$ cat src/rtl/timer_irq_periph_pkg.sv
// Shared constants for the timer/IRQ peripheral: register offsets, TCON bit
// positions and the default window base. Optional prescaler: TIMER_PRESCALE_EN.
package timer_irq_periph_pkg;

   localparam logic [31:0] DEFAULT_BASE_ADDR = 32'h4000_0000;

   localparam logic [4:0] OFF_TH      = 5'h00;
   localparam logic [4:0] OFF_TL      = 5'h04;
   localparam logic [4:0] OFF_TCON    = 5'h08;
   localparam logic [4:0] OFF_LED     = 5'h0C;
   localparam logic [4:0] OFF_SWITCH  = 5'h10;
   localparam logic [4:0] OFF_DIGI    = 5'h14;
   localparam logic [4:0] OFF_SYSTICK = 5'h18;
   localparam logic [4:0] OFF_PRESC   = 5'h1C;

   localparam int TCON_EN = 0;
   localparam int TCON_IE = 1;
   localparam int TCON_IS = 2;

endpackage

$ cat src/rtl/periph_timer_core.sv
// Reloadable 32-bit timer: TH/TL/TCON, overflow reload and interrupt status.
// With TIMER_PRESCALE_EN defined, TL advances only when the prescale counter matches PRESC.
module periph_timer_core
   import timer_irq_periph_pkg::*;
#(
   parameter int TCON_W = 3
) (
   input  logic              clk,
   input  logic              reset,
   input  logic              th_we,
   input  logic              tl_we,
   input  logic              tcon_we,
`ifdef TIMER_PRESCALE_EN
   input  logic              presc_we,
   output logic [15:0]       presc,
`endif
   input  logic [31:0]       wdata,
   output logic [31:0]       th,
   output logic [31:0]       tl,
   output logic [TCON_W-1:0] tcon,
   output logic              irq
);

   logic en_now;
   logic ie_now;
   logic tick;
   logic ovf;

`ifdef TIMER_PRESCALE_EN
   logic [15:0] presc_cnt;
`endif

   // A TCON write governs this very edge: disabling stops TL now, and an
   // irq-enable written alongside an overflow still latches the status.
   always_comb begin
      en_now = tcon_we ? wdata[TCON_EN] : tcon[TCON_EN];
      ie_now = tcon_we ? wdata[TCON_IE] : tcon[TCON_IE];
`ifdef TIMER_PRESCALE_EN
      tick   = en_now & (presc_cnt == presc);
`else
      tick   = en_now;
`endif
      ovf    = tick & (tl == 32'hFFFF_FFFF);
   end

   always_ff @(posedge clk or posedge reset) begin
      if (reset) begin
         th   <= '0;
         tl   <= '0;
         tcon <= '0;
      end else begin
         if (th_we) th <= wdata;

         if (tl_we)     tl <= wdata;
         else if (ovf)  tl <= th;
         else if (tick) tl <= tl + 32'd1;

         if (tcon_we)         tcon <= wdata[TCON_W-1:0];
         if (ovf && ie_now)   tcon[TCON_IS] <= 1'b1;
      end
   end

`ifdef TIMER_PRESCALE_EN
   always_ff @(posedge clk or posedge reset) begin
      if (reset) begin
         presc     <= '0;
         presc_cnt <= '0;
      end else begin
         if (presc_we) presc <= wdata[15:0];

         if (presc_we)    presc_cnt <= '0;
         else if (en_now) presc_cnt <= (presc_cnt == presc) ? 16'd0 : presc_cnt + 16'd1;
      end
   end
`endif

   assign irq = tcon[TCON_IE] & tcon[TCON_IS];

endmodule

$ cat src/rtl/timer_irq_periph.sv
// Memory-mapped timer/LED/switch/7-segment/systick peripheral driving IRQ.
// Optional PRESC register at 0x1C when TIMER_PRESCALE_EN is defined.
module timer_irq_periph
   import timer_irq_periph_pkg::*;
#(
   parameter logic [31:0] BASE_ADDR = DEFAULT_BASE_ADDR,
   parameter int          TCON_W    = 3
) (
   input  logic        clk,
   input  logic        reset,
   input  logic        MemRd,
   input  logic        MemWr,
   input  logic [31:0] Addr,
   input  logic [31:0] WriteData,
   output logic [31:0] ReadData,
   input  logic [7:0]  switch,
   output logic [7:0]  led,
   output logic [11:0] digi,
   output logic        IRQ
);

   logic              hit;
   logic [4:0]        off;
   logic              wr_en;
   logic              th_we, tl_we, tcon_we, led_we, digi_we;
   logic [31:0]       th, tl, systick;
   logic [TCON_W-1:0] tcon;
`ifdef TIMER_PRESCALE_EN
   logic              presc_we;
   logic [15:0]       presc;
`endif

   assign hit   = (Addr[31:5] == BASE_ADDR[31:5]);
   assign off   = Addr[4:0];
   assign wr_en = MemWr & hit;

   assign th_we   = wr_en & (off == OFF_TH);
   assign tl_we   = wr_en & (off == OFF_TL);
   assign tcon_we = wr_en & (off == OFF_TCON);
   assign led_we  = wr_en & (off == OFF_LED);
   assign digi_we = wr_en & (off == OFF_DIGI);
`ifdef TIMER_PRESCALE_EN
   assign presc_we = wr_en & (off == OFF_PRESC);
`endif

   periph_timer_core #(
      .TCON_W (TCON_W)
   ) u_timer_core (
      .clk      (clk),
      .reset    (reset),
      .th_we    (th_we),
      .tl_we    (tl_we),
      .tcon_we  (tcon_we),
`ifdef TIMER_PRESCALE_EN
      .presc_we (presc_we),
      .presc    (presc),
`endif
      .wdata    (WriteData),
      .th       (th),
      .tl       (tl),
      .tcon     (tcon),
      .irq      (IRQ)
   );

   always_ff @(posedge clk or posedge reset) begin
      if (reset) begin
         led     <= '0;
         digi    <= '0;
         systick <= '0;
      end else begin
         systick <= systick + 32'd1;
         if (led_we)  led  <= WriteData[7:0];
         if (digi_we) digi <= WriteData[11:0];
      end
   end

   // Loads only see data while MemRd is high and the window is hit.
   always_comb begin
      ReadData = '0;
      if (MemRd && hit) begin
         case (off)
            OFF_TH:      ReadData = th;
            OFF_TL:      ReadData = tl;
            OFF_TCON:    ReadData = {{(32-TCON_W){1'b0}}, tcon};
            OFF_LED:     ReadData = {24'd0, led};
            OFF_SWITCH:  ReadData = {24'd0, switch};
            OFF_DIGI:    ReadData = {20'd0, digi};
            OFF_SYSTICK: ReadData = systick;
`ifdef TIMER_PRESCALE_EN
            OFF_PRESC:   ReadData = {16'd0, presc};
`endif
            default:     ReadData = '0;
         endcase
      end
   end

endmodule

$ cat config.mk
export PLATFORM = sky130hd
export DESIGN_NAME = timer_irq_periph
export DESIGN_NICKNAME = d
export VERILOG_FILES = /design/src/rtl/timer_irq_periph_pkg.sv /design/src/rtl/periph_timer_core.sv /design/src/rtl/timer_irq_periph.sv
export SDC_FILE = /design/constraint.sdc
export NUM_CORES = 1
export LEC_CHECK = 0
export BUFFER_PORTS_ARGS = -buffer_cell sky130_fd_sc_hd__buf_2
export CORE_MARGIN = 8
export CORE_UTILIZATION = 25
export DETAILED_ROUTE_END_ITERATION = 10
export SLEW_MARGIN = 20
export SYNTH_ARGS = -nofsm -noshare
export SYNTH_HDL_FRONTEND = slang
export SYNTH_SLANG_ARGS = --single-unit
export TNS_END_PERCENT = 100
$ cat constraint.sdc
create_clock -name clk -period 4.5 [get_ports clk]
set_input_delay 0.9 -clock clk [delete_from_list [all_inputs] [get_ports clk]]
set_output_delay 0.9 -clock clk [all_outputs]
set_load 0.03 [all_outputs]
==> flow_metrics.tcl, run 1 <==
set metrics [dict create \
    cp-start-kind "input port" \
    ant_nets 0 \
    cts_resized 0 \
    worstMarginPinSlew_ps 917 \
    synth_edf_count 0 \
    syn_nets 774 \
    leakage_nw 3.70 \
    drtIter0Drc 655 \
    grt_pass1_vias 6414 \
    grt_util_all_layers 0.145 \
    hold_path_class "register to register" \
    ir_drop_mv 0.233 \
    core_um2 26800 \
    antenna_found_initial 1 \
    critical_path_arrival_ps 2840 \
    synth_cell_type_count 52 \
    nets 900 \
    grt_pass1_wl_um 37200 \
    synth_top_area_frac 0.438 \
    fillers 2795 \
    yosys.area.top_type "dfrtp_1" \
    yosys_warnings 0 \
    power.density_nw_per_um2 295 \
    rsz0062_at_grt "no" \
    cts_tree "done" \
    fin_crit_ps 3740 \
    clk_path_buf_depth 2 \
    worst-path-stages 8 \
    io-pin-count 129 \
    synth_area_leaders "dfrtp_1 (44%), mux2_2 (9.8%), a22oi_1 (5.4%), xnor2_1 (4.8%), nand2_1 (4.2%)" \
    slew_headroom 0.389 \
    firstDrtPassIters 5 \
    crit_chain "buf_2 -> nor4_1 -> nand4_1 -> nor3_1 -> nand4_1 -> buf_4 -> a21oi_1 -> buf_2" \
    drive_gt1_frac 0.310 \
    synth_area_um2 6800 \
    reg2regPathDepth 7 \
    path_max_fanout 12 \
    insertedDiodeCount 0 \
    vias_per_cell 5.34 \
    grt_max_degree 69 \
    outcome "completed" \
    clk_latency_ps 420 \
    die_h_um 181 \
    h-tree-depth 4 \
    root_buffer "clkbuf_16" \
    die-area_um2 32700 \
    skew_ps 10.8 \
    floorplan.initialDensity 0.254 \
    period_share 0.831 \
    portBuffers 128 \
    final-hold-violation-count 0 \
    clk_pin_slew_worst_paths_ps 60 \
    overflow 0 \
    worstPathRequired_ps 3600 \
    slowest_stage "nor3_1" \
    fmax_mhz 268 \
    die_x_um 181 \
    cp_top_family "simple AND/OR/NAND/NOR gates" \
    numClockSinks 119 \
    worstHoldPathCells 1 \
    ys_ff_latch 119 \
    wl_um 24000 \
    hpwl_um 17400 \
    syn_inst 696 \
    num_vias 6284 \
    path_buf_inv 3 \
    num_rows 60 \
    ys.flop_type "dfrtp_1" \
    gp_congestion 0.832 \
    cts_hold_repair.buffers 0 \
    setup_violations 0 \
    worstSetupPathType "input port to primary output" \
    numCtsBuffers 17 \
    synth.avg_cell_area_um2 9.77 \
    async_reset_ff_frac 1.00 \
    postCtsSetupRepairBufs 0 \
    area_delta_synth_final_pct 23.4 \
    ys_seq_area_frac 0.438 \
    crit_path_end_kind "primary output" \
    remaining_drc_errors 0 \
    slew_viol_final 0 \
    maxCapViolCount 0 \
    final.setup.tns_ps 0 \
    wl_per_cell_um 20.4 \
    max_stage_delay_ps 340 \
    finish.utilization 0.313 \
]
-- worst reg2reg max path, delay by kind of cell, from the launching register on --
family	cells	cell delay (ps)
simple gates	4	1600
flops	1	520
compound gates	1	260
fa+ha+maj	1	240
buf+inv	1	240
-- sequential cells by signal (all words and copies together) (netlist names) --
| name | count |
|---|---|
| u_timer_core.tl | 32 |
| u_timer_core.th | 32 |
| led | 8 |
| systick | 32 |
| digi | 12 |
| u_timer_core.tcon | 3 |
-- kinds of logic after synthesis --
| kind of cell | Yosys count | share of synthesized area |
|---|---|---|
| AO/OA/AOI/OAI | 142 | 0.143 |
| AND/OR/NAND/NOR | 271 | 0.209 |
| adder cells (fa/ha/maj) | 2 | 0.00368 |
| multiplexers | 65 | 0.108 |
| buffers and inverters | 45 | 0.0307 |
| XOR/XNOR | 52 | 0.0670 |
| flip-flops | 119 | 0.438 |
-- layout by cell type (no fill, tap or decap), types with 12 or more instances in the layout --
master and count:
nor2_1 36, clkbuf_16 17, and3_1 16, nand2_1 76, nand3_1 36, mux2_2 59
a22oi_1 49, o21ai_0 12, buf_2 128, a21oi_1 35, xnor2_1 37, nor4_1 17
dfrtp_1 119, nand4_1 23, xor2_1 15, nor3_1 27, a31oi_1 14, buf_4 18
-- power by group --
part / total (mW) / internal, mW / switching, mW
Clock: 1.31 / 0.764 / 0.545
Combinational: 0.0953 / 0.0323 / 0.0629
Sequential: 1.07 / 1.07 / 0.0000000742
-- cells in the mapped netlist, types with 4 or more instances --
| cell type | n |
|---|---|
| and4_1 | 5 |
| dfrtp_1 | 119 |
| inv_1 | 5 |
| and2_1 | 6 |
| xnor2_1 | 37 |
| a31oi_1 | 14 |
| buf_2 | 9 |
| o21ai_0 | 12 |
| o211ai_1 | 6 |
| nor4b_1 | 5 |
| o221a_2 | 4 |
| nor3_1 | 28 |
| xor2_1 | 15 |
| nor4_1 | 17 |
| nand2_1 | 76 |
| mux2i_1 | 5 |
| nand4_1 | 23 |
| mux2_2 | 59 |
| clkbuf_1 | 26 |
| and3_1 | 16 |
| nor2_1 | 38 |
| a22oi_1 | 49 |
| nand3_1 | 36 |
| a21oi_1 | 35 |
| a2111oi_0 | 6 |
-- layout make-up --
cell class	count	area (um^2)	area share
repair buffers	146	776	0.0924
flip-flops and latches	119	2980	0.355
inverters	6	27.5	0.00328
clock buffers	19	433	0.0516
well taps	341	427	0.0508
multi-input cells	532	3620	0.432
clock inverters	13	126	0.0151
-- layer usage --
layer / global-route usage / vias up / routed length [um]
met1: 0.189 / 3127 / 10700
li1: - / 2852 / -
met5: 0.00922 / - / 41
met2: 0.228 / 265 / 11000
met4: 0.0492 / 2 / 577
met3: 0.0387 / 38 / 1620
-- through the flow --
step	power (mW)	hold slack, ps	setup WS [ps]	instance area, um^2	std cells
floorplan	1.12	444	443	6800	696
global placement	1.18	469	736	7830	1144
detailed placement	1.18	472	760	7830	1144
CTS	2.50	489	732	8390	1176
global route	2.55	511	583	8390	1176
finish	2.47	480	762	8390	1176
-- path summary, 6_finish.rpt --
path | start | to | slack [ps]
worst max-delay path | Addr[24] | ReadData[10] | 760
worst min-delay path | systick[31]$_DFF_PP0_ | systick[31]$_DFF_PP0_ | 480
worst max register to register | u_timer_core.tl[0]$_DFFE_PP0P_ | u_timer_core.tl[2]$_DFFE_PP0P_ | 1550
worst min register to register | systick[31]$_DFF_PP0_ | systick[31]$_DFF_PP0_ | 480
max in group asynchronous | reset | digi[0]$_DFFE_PP0P_ | 2900
min in group asynchronous | reset | systick[28]$_DFF_PP0_ | 670
(Power assumes the default switching activity.)
==> run 2: changes to the inputs <==
clock period = 3.85 ns   (was 4.5 ns; I/O delays follow)
==> flow_metrics.tcl, run 2 (synthesis results as in run 1) <==
set metrics [dict create \
    cts_resized 0 \
    max_stage_delay_ps 320 \
    fin_crit_ps 3360 \
    grt_pass1_wl_um 36500 \
    grt_util_all_layers 0.141 \
    area.sequential_um2 2980 \
    cts_tree "done" \
    grt_max_degree 57 \
    ir_drop_mv 0.221 \
    worstSetupPathType "input port to primary output" \
    die-area_um2 32700 \
    drive_gt1_frac 0.313 \
    p_int_mw 2.28 \
    cp-start-kind "input port" \
    p_comb_frac 0.039 \
    h-tree-depth 4 \
    worstMarginPinSlew_ps 1010 \
    power_mw 2.94 \
    clk_latency_ps 420 \
    cp_top_family "simple AND/OR/NAND/NOR gates" \
    skew_ps 9.38 \
    finish.utilization 0.317 \
    num_rows 60 \
    clk_pin_slew_worst_paths_ps 50 \
    final-hold-violation-count 0 \
    clk_path_buf_depth 2 \
    worstPathRequired_ps 3080 \
    rsz0062_at_grt "no" \
    remaining_drc_errors 0 \
    postCtsSetupRepairBufs 0 \
    fmax_mhz 298 \
    die_h_um 181 \
    final.setup.tns_ps 0 \
    path_max_fanout 23 \
    slew_viol_final 0 \
    period_share 0.872 \
    maxCapViolCount 0 \
    hpwl_um 16900 \
    clkPwrFrac 0.535 \
    root_buffer "clkbuf_16" \
    path_buf_inv 3 \
    area_delta_synth_final_pct 24.9 \
    antenna_found_initial 3 \
    num_vias 6234 \
    numClockSinks 119 \
    swShare 0.224 \
    wl_per_cell_um 19.5 \
    power.share.sequential 0.426 \
    firstDrtPassIters 5 \
    die_x_um 181 \
    final_area_um2 8500 \
    io-pin-count 129 \
    setup_ws_ps 493 \
    crit_chain "buf_2 -> nor4_1 -> nand4_1 -> nor3_1 -> nand4_1 -> buf_4 -> a21oi_1 -> buf_2" \
    critical_path_arrival_ps 2590 \
    dp.cells 1147 \
    multi_input_area_um2 3620 \
    stdcell_count 1181 \
    layout_common_cells "buf_2 (128), dfrtp_1 (119), nand2_1 (76)" \
    crit_path_end_kind "primary output" \
    grt_pass1_vias 6268 \
    top_regs "systick: 32 flops, u_timer_core.th: 32 flops, u_timer_core.tl: 32 flops" \
    slew_headroom 0.323 \
    setup_violations 0 \
    wl_um 23100 \
    fillers 2765 \
    leakage_nw 3.73 \
    slowest_stage "nor4_1" \
    outcome "completed" \
    switchingPower_mw 0.659 \
    ant_nets 0 \
    drtIter0Drc 597 \
    final_common_cell "buf_2" \
    cts_hold_repair.buffers 0 \
    vias_per_cell 5.28 \
    overflow 0 \
    floorplan.initialDensity 0.254 \
    numCtsBuffers 17 \
    gp_congestion 0.833 \
    core_um2 26800 \
    nets 903 \
    portBuffers 128 \
    hold_ws_ps 480 \
    placed_area_um2 7910 \
    power.density_nw_per_um2 346 \
    place_ws_ps 451 \
    hold_path_class "register to register" \
]
-- run 2: cell count changes in the layout (fill, tap and decap cells not counted), moves of 2 or more --
cell        previous run  this run
buf_12                 0         4
clkinv_4               5         2
clkbuf_8               0         2
clkinvlp_4             4         6
diode_2                0         2
inv_6                  2         0
-- run 2: power groups by stage --
| stage | Sequential (mW) | Combinational, mW | Clock (mW) |
|---|---|---|---|
| after global placement | 1.27 | 0.115 | 0 |
| final | 1.25 | 0.115 | 1.57 |
| after global routing | 1.25 | 0.128 | 1.65 |
| after floorplan | 1.27 | 0.0394 | 0 |
| after CTS | 1.25 | 0.117 | 1.60 |
| after detailed placement | 1.27 | 0.117 | 0 |
-- run 2: area by class of cell --
type,instances,share of cell area
Sequential cell,119,0.350
Clock buffer,21,0.0542
Inverter,6,0.00339
Timing Repair Buffer,149,0.0998
Antenna cell,2,0.000589
Clock inverter,11,0.0147
Tap cell,341,0.0502
Multi-Input combinational cell,532,0.427
-- run 2: path summary, 6_finish.rpt --
kind | cells past startpoint | to | from | slack, ps
worst max-delay path | 8 | ReadData[21] | Addr[6] | 490
worst min-delay path | 1 | systick[31]$_DFF_PP0_ | systick[31]$_DFF_PP0_ | 480
worst max register to register | 7 | u_timer_core.tl[4]$_DFFE_PP0P_ | u_timer_core.tl[0]$_DFFE_PP0P_ | 1000
worst min register to register | 1 | systick[31]$_DFF_PP0_ | systick[31]$_DFF_PP0_ | 480
max in group asynchronous | 3 | systick[23]$_DFF_PP0_ | reset | 2470
min in group asynchronous | 2 | u_timer_core.th[26]$_DFFE_PP0P_ | reset | 530
-- run 2: routing by layer --
metal	vias to the layer above	track usage	wire length [um]
met3	28	0.0361	1720
met1	3067	0.196	10800
met4	0	0.0417	368
li1	2871	-	-
met2	268	0.212	10200
met5	-	0	0
-- run 2: worst reg2reg max path, cell delays in order (launching register included) --
cell	delay, ps
dfrtp_1	500
ha_1	240
nand3_1	220
nor4_2	280
buf_4	230
and4_1	790
a2111oi_0	250
nor3_1	250
